### src/rtl/result_collector.sv
// Result collector: FWFT FIFO of {type, data} plus per-type saturating sums and counters.
// Define RESULT_COLLECTOR_MINMAX_EN to add per-type running min/max outputs.
module result_collector #(
  parameter int DATA_W = 16,
  parameter int DEPTH  = 8,
  parameter int ACC_W  = 24,
  parameter int CNT_W  = 16
) (
  input  logic                       clk,
  input  logic                       reset,
  input  logic                       enable,
  input  logic                       in_valid,
  input  logic                       in_type,
  input  logic signed [DATA_W-1:0]   in_data,
  input  logic                       rd_ready,
  output logic                       rd_valid,
  output logic [DATA_W:0]            rd_data,
  output logic [$clog2(DEPTH):0]     fifo_count,
  output logic signed [ACC_W-1:0]    acc0,
  output logic signed [ACC_W-1:0]    acc1,
  output logic [CNT_W-1:0]           cnt0,
  output logic [CNT_W-1:0]           cnt1,
  output logic                       overflow,
  output logic [1:0]                 state_o
`ifdef RESULT_COLLECTOR_MINMAX_EN
  ,
  output logic signed [DATA_W-1:0]   min0,
  output logic signed [DATA_W-1:0]   max0,
  output logic signed [DATA_W-1:0]   min1,
  output logic signed [DATA_W-1:0]   max1
`endif
);
  localparam int PTR_W = $clog2(DEPTH);
  localparam logic signed [ACC_W-1:0] ACC_MAX = {1'b0, {(ACC_W-1){1'b1}}};
  localparam logic signed [ACC_W-1:0] ACC_MIN = {1'b1, {(ACC_W-1){1'b0}}};

  typedef enum logic [1:0] {S_IDLE = 2'd0, S_COLLECT = 2'd1, S_DRAIN = 2'd2} state_e;

  state_e                   state_q, state_d;
  logic [PTR_W-1:0]         wr_ptr_q, wr_ptr_d, rd_ptr_q, rd_ptr_d;
  logic [PTR_W:0]           count_q, count_d;
  logic [DATA_W:0]          mem_q [DEPTH];
  logic signed [ACC_W-1:0]  acc0_q, acc0_d, acc1_q, acc1_d;
  logic [CNT_W-1:0]         cnt0_q, cnt0_d, cnt1_q, cnt1_d;
  logic                     ovf_q, ovf_d;
  logic                     empty, full, pop, push, drop, clear;

  // The sum is formed one bit wider so a carry into the sign is visible as overflow.
  function automatic logic signed [ACC_W-1:0] sat_add(input logic signed [ACC_W-1:0] a,
                                                      input logic signed [DATA_W-1:0] b);
    logic [ACC_W:0] s;
    s = {a[ACC_W-1], a} + {{(ACC_W+1-DATA_W){b[DATA_W-1]}}, b};
    if (s[ACC_W] != s[ACC_W-1]) return s[ACC_W] ? ACC_MIN : ACC_MAX;
    return s[ACC_W-1:0];
  endfunction

  function automatic logic [CNT_W-1:0] sat_inc(input logic [CNT_W-1:0] c);
    return (c == '1) ? c : c + CNT_W'(1);
  endfunction

  assign empty = (count_q == '0);
  assign full  = (count_q == (PTR_W+1)'(DEPTH));
  assign pop   = !empty && rd_ready;
  assign push  = (state_q == S_COLLECT) && in_valid && (!full || pop);
  assign drop  = (state_q == S_COLLECT) && in_valid && full && !pop;
  assign clear = (state_q == S_IDLE) && enable;

  always_comb begin
    state_d  = state_q;
    wr_ptr_d = wr_ptr_q;
    rd_ptr_d = rd_ptr_q;
    count_d  = count_q;
    acc0_d   = acc0_q;
    acc1_d   = acc1_q;
    cnt0_d   = cnt0_q;
    cnt1_d   = cnt1_q;
    ovf_d    = ovf_q;

    if (push) wr_ptr_d = wr_ptr_q + PTR_W'(1);
    if (pop)  rd_ptr_d = rd_ptr_q + PTR_W'(1);
    if (push && !pop)      count_d = count_q + (PTR_W+1)'(1);
    else if (pop && !push) count_d = count_q - (PTR_W+1)'(1);

    if (clear) begin
      acc0_d = '0;
      acc1_d = '0;
      cnt0_d = '0;
      cnt1_d = '0;
      ovf_d  = 1'b0;
    end else begin
      if (push && !in_type) begin
        acc0_d = sat_add(acc0_q, in_data);
        cnt0_d = sat_inc(cnt0_q);
      end
      if (push && in_type) begin
        acc1_d = sat_add(acc1_q, in_data);
        cnt1_d = sat_inc(cnt1_q);
      end
      if (drop) ovf_d = 1'b1;
    end

    case (state_q)
      S_IDLE:    if (enable) state_d = S_COLLECT;
      S_COLLECT: if (!enable) state_d = S_DRAIN;
      S_DRAIN: begin
        if (enable)     state_d = S_COLLECT;
        else if (empty) state_d = S_IDLE;
      end
      default:   state_d = S_IDLE;
    endcase
  end

  always_ff @(posedge clk) begin
    if (!reset) begin
      state_q  <= S_IDLE;
      wr_ptr_q <= '0;
      rd_ptr_q <= '0;
      count_q  <= '0;
      acc0_q   <= '0;
      acc1_q   <= '0;
      cnt0_q   <= '0;
      cnt1_q   <= '0;
      ovf_q    <= 1'b0;
    end else begin
      state_q  <= state_d;
      wr_ptr_q <= wr_ptr_d;
      rd_ptr_q <= rd_ptr_d;
      count_q  <= count_d;
      acc0_q   <= acc0_d;
      acc1_q   <= acc1_d;
      cnt0_q   <= cnt0_d;
      cnt1_q   <= cnt1_d;
      ovf_q    <= ovf_d;
    end
  end

  always_ff @(posedge clk) begin
    if (reset && push) mem_q[wr_ptr_q] <= {in_type, in_data};
  end

`ifdef RESULT_COLLECTOR_MINMAX_EN
  logic                     seen0_q, seen0_d, seen1_q, seen1_d;
  logic signed [DATA_W-1:0] min0_q, min0_d, max0_q, max0_d, min1_q, min1_d, max1_q, max1_d;

  always_comb begin
    seen0_d = seen0_q;
    seen1_d = seen1_q;
    min0_d  = min0_q;
    max0_d  = max0_q;
    min1_d  = min1_q;
    max1_d  = max1_q;
    if (clear) begin
      seen0_d = 1'b0;
      seen1_d = 1'b0;
      min0_d  = '0;
      max0_d  = '0;
      min1_d  = '0;
      max1_d  = '0;
    end else if (push && !in_type) begin
      seen0_d = 1'b1;
      if (!seen0_q || in_data < min0_q) min0_d = in_data;
      if (!seen0_q || in_data > max0_q) max0_d = in_data;
    end else if (push && in_type) begin
      seen1_d = 1'b1;
      if (!seen1_q || in_data < min1_q) min1_d = in_data;
      if (!seen1_q || in_data > max1_q) max1_d = in_data;
    end
  end

  always_ff @(posedge clk) begin
    if (!reset) begin
      seen0_q <= 1'b0;
      seen1_q <= 1'b0;
      min0_q  <= '0;
      max0_q  <= '0;
      min1_q  <= '0;
      max1_q  <= '0;
    end else begin
      seen0_q <= seen0_d;
      seen1_q <= seen1_d;
      min0_q  <= min0_d;
      max0_q  <= max0_d;
      min1_q  <= min1_d;
      max1_q  <= max1_d;
    end
  end

  assign min0 = min0_q;
  assign max0 = max0_q;
  assign min1 = min1_q;
  assign max1 = max1_q;
`endif

  // Head is forced to zero while empty so stale storage never shows after reset.
  assign rd_valid   = !empty;
  assign rd_data    = empty ? '0 : mem_q[rd_ptr_q];
  assign fifo_count = count_q;
  assign acc0       = acc0_q;
  assign acc1       = acc1_q;
  assign cnt0       = cnt0_q;
  assign cnt1       = cnt1_q;
  assign overflow   = ovf_q;
  assign state_o    = state_q;
endmodule

### config.mk
export PLATFORM = sky130hd
export DESIGN_NAME = result_collector
export DESIGN_NICKNAME = d
export VERILOG_FILES = /design/src/rtl/result_collector.sv
export SDC_FILE = /design/constraint.sdc
export NUM_CORES = 1
export LEC_CHECK = 0
export BUFFER_PORTS_ARGS = -buffer_cell sky130_fd_sc_hd__buf_4
export CORE_MARGIN = 10
export CORE_UTILIZATION = 55
export DETAILED_ROUTE_END_ITERATION = 10
export PLACE_DENSITY = 0.8
export SLEW_MARGIN = 20
export SYNTH_ARGS = -nofsm -noshare
export SYNTH_HDL_FRONTEND = slang
export SYNTH_SLANG_ARGS = --single-unit
### constraint.sdc
create_clock -name clk -period 4.7 [get_ports clk]
set_input_delay 1.41 -clock clk [delete_from_list [all_inputs] [get_ports clk]]
set_output_delay 1.41 -clock clk [all_outputs]
set_load 0.1 [all_outputs]
==> flow_summary.json <==
{
  "power_frac_clock_pct": 31.9,
  "crit_type": "register to primary output",
  "clk_pin_slew_ns": 0.06,
  "syn_to_final_growth_pct": 17.8,
  "grt_pass1_wl_microns": 47000,
  "die_area_sq_um": 27900,
  "root_buffer": "clkbuf_16",
  "routed_via_density": 5.94,
  "coreArea_sq_um": 21200,
  "path_max_fanout": 18,
  "pwr-share-comb_pct": 31.2,
  "antenna_found_initial": 0,
  "p_seq_share_pct": 36.8,
  "tritoncts": "yes",
  "p_total_mw": 6.17,
  "cp.required_ns": 3.29,
  "routedWlPerCell_microns": 20.3,
  "leakage_nw": 5.39,
  "die_x_microns": 167,
  "grt_pass1_vias": 8530,
  "synth_most_common_cell": "edfxtp_1",
  "fin_crit_sh_pct": 84.8,
  "ys_warn_count": 0,
  "synth-seq-area-share_pct": 50.5,
  "reg2reg_slack_ns": 1.48,
  "clock_latency_ns": 0.52,
  "cts_resized": 0,
  "slowest_stage": "dfxtp_2",
  "arrival_ns": 2.58,
  "initial_core_util_pct": 56.2,
  "finalSetupViolCount": 0,
  "fin_setup_tns_ns": 0,
  "cts_setup_buffers": 0,
  "io_buffers": 126,
  "post-dp-hpwl_microns": 19900,
  "p_int_mw": 3.94,
  "crit_buf_inv": 2,
  "rows": 53,
  "cts_buffers": 24,
  "synth_area_leader_cell": "edfxtp_1",
  "netlist.area_leader.share_pct": 34.3,
  "clk_path_buf_depth": 3,
  "crit_family": "flip-flops",
  "worst_setup_path_end_kind": "primary output",
  "gp_congestion": 0.909,
  "max_freq_mhz": 251,
  "synth_cells": 1036,
  "tightestPinTransition_ns": 0.868,
  "cts.sinks": 232,
  "hold_viol": 0,
  "max_stage_delay_ns": 0.74,
  "drcViolationCount": 0,
  "synth-seq-cells": 232,
  "gr-usage-all-layers_pct": 20.5,
  "min_period_ns": 3.99,
  "fin_nets": 1247,
  "p_sw_mw": 2.22,
  "finClkSkew_ns": 0.0168,
  "postSynthAreaPerCell_sq_um": 11.5,
  "dieHeight_microns": 167,
  "boundaryPins": 127,
  "vias": 8670,
  "synth_area_sq_um": 11900,
  "synth_edf_count": 136,
  "critPathLaunchType": "register",
  "hold_buffers": 0,
  "synthesis.nets": 1116,
  "synthFlopType": "edfxtp_1",
  "drtIter0Drc": 697,
  "synth_common_cells": "136 x edfxtp_1, 96 x dfxtp_1, 80 x nor2_1, 75 x a21oi_1, 71 x o21ai_0",
  "rsz0062_at_grt": "no",
  "switching_share_pct": 36.1,
  "peakVddDrop_uv": 252,
  "diodes": 0,
  "crit_chain": "buf_12, mux4_2, mux2i_1, nor2_1, buf_4",
  "synthTopCellsByArea": "edfxtp_1 34%, dfxtp_1 16%, mux4_2 6.4%",
  "maxSlewHeadroom_pct": 42.1,
  "grt_max_degree": 35,
  "outcome": "finished clean",
  "wirelength_microns": 29600,
  "gr-total-overflow": 0,
  "finalMaxSlewViolations": 0,
  "min_path_type": "register to register",
  "synthArstFlopShare_pct": 0,
  "ys_types": 85,
  "htreeDepth": 1,
  "maxCapViolCount": 0,
  "layout-drive-gt1-share_pct": 23.0,
  "first_pass_iters": 5,
  "ant_nets": 0,
  "power_density_nw_per_um2": 440
}
-- metrics by stage --
stage / worst slack (ns) / area [sq um] / hold slack [ns] / cells / utilization (%)
2_1_floorplan: 0.439 / 11900 / 0.467 / 1036 / -
3_3_place_gp: 0.584 / 13200 / 0.472 / 1416 / 62.3
3_5_place_dp: 0.546 / 13200 / 0.485 / 1416 / 62.3
4_1_cts: 0.656 / 14000 / 0.498 / 1460 / 66.2
5_1_grt: 0.495 / 14000 / 0.519 / 1460 / 66.2
6_report: 0.715 / 14000 / 0.500 / 1460 / 66.2
-- path summary, 6_finish.rpt --
check / from / to / cells after the start
worst max-delay path: register / rd_data[9] / 5
worst max register to register: fifo_count[0]$_SDFFE_PN0P_ / fifo_count[3]$_SDFFE_PN0P_ / 12
worst min register to register: state_o[1]$_SDFFE_PN0P_ / state_o[0]$_SDFFE_PN0P_ / 1
worst min-delay path: state_o[1]$_SDFFE_PN0P_ / state_o[0]$_SDFFE_PN0P_ / 1
-- routing by layer --
metal / GRT usage (%) / routed length, microns / part of all wire (%) / up-vias
li1: - / - / - / 4164
met2: 34.9 / 14600 / 49 / 298
met5: 0 / 0 / 0 / -
met4: 5.27 / 636 / 2.1 / 0
met3: 4.57 / 2250 / 7.6 / 48
met1: 25.8 / 12100 / 41 / 4160
-- flip-flops by register name, indices dropped and copies added (netlist names), named ones only --
register / flops
mem_q: 136
state_o: 2
fifo_count: 4
wr_ptr_q: 3
cnt0: 16
overflow: 1
acc1: 24
rd_ptr_q: 3
acc0: 24
cnt1: 16
-- power by group through the flow --
stage | logic, mW | clock network, mW | registers (mW)
2_1_floorplan | 1.37 | 0 | 2.44
3_3_place_gp | 1.91 | 0 | 2.31
3_5_place_dp | 1.93 | 0 | 2.32
4_1_cts | 1.94 | 2.00 | 2.27
5_1_grt | 2.04 | 2.09 | 2.28
6_report | 1.93 | 1.97 | 2.27
-- worst reg2reg max path, stage by stage, from the launching register on --
cell      delay, ns
dfxtp_1        0.40
nor3_1         0.51
and2_1         0.23
nand2b_1       0.34
inv_1          0.18
ha_1           0.24
inv_1          0.12
ha_1           0.24
a21o_1         0.17
a21oi_1        0.17
xnor2_1        0.09
or3_1          0.30
a21boi_0       0.16
-- final cells by class --
class | instances | area (sq um)
Timing Repair Buffer | 148 | 1120
Multi-Input combinational cell | 739 | 5630
Clock inverter | 15 | 185
Fill cell | 1585 | 7140
Tap cell | 275 | 344
Sequential cell | 232 | 6010
Clock buffer | 29 | 641
Inverter | 22 | 82.6
-- layout by cell type (no fill, tap or decap), types with 10 or more instances in the layout --
cell and n:
a21o_1 18, a21oi_1 75, a21oi_2 10, and2_1 11, buf_4 147, clkbuf_16 25
dfxtp_1 95, edfxtp_1 136, ha_1 55, inv_1 22, mux2i_1 23, mux4_2 34
nand2_1 57, nand2b_1 14, nand3_1 41, nand4_1 14, nor2_1 80, nor3_1 18
o211ai_1 10, o21ai_0 71, xnor2_1 36, xor2_1 29
-- cells by family after synthesis --
family                     synth area share (%)
AOI/OAI and AO/OA                          14.0
xor gates and xnor gates                   4.79
adders and majority gates                  6.57
buffers and inverters                      2.70
DFF                                        50.5
muxes                                      8.56
and+or+nand+nor                            12.9
No activity file was read; power rests on OpenSTA's default activity.
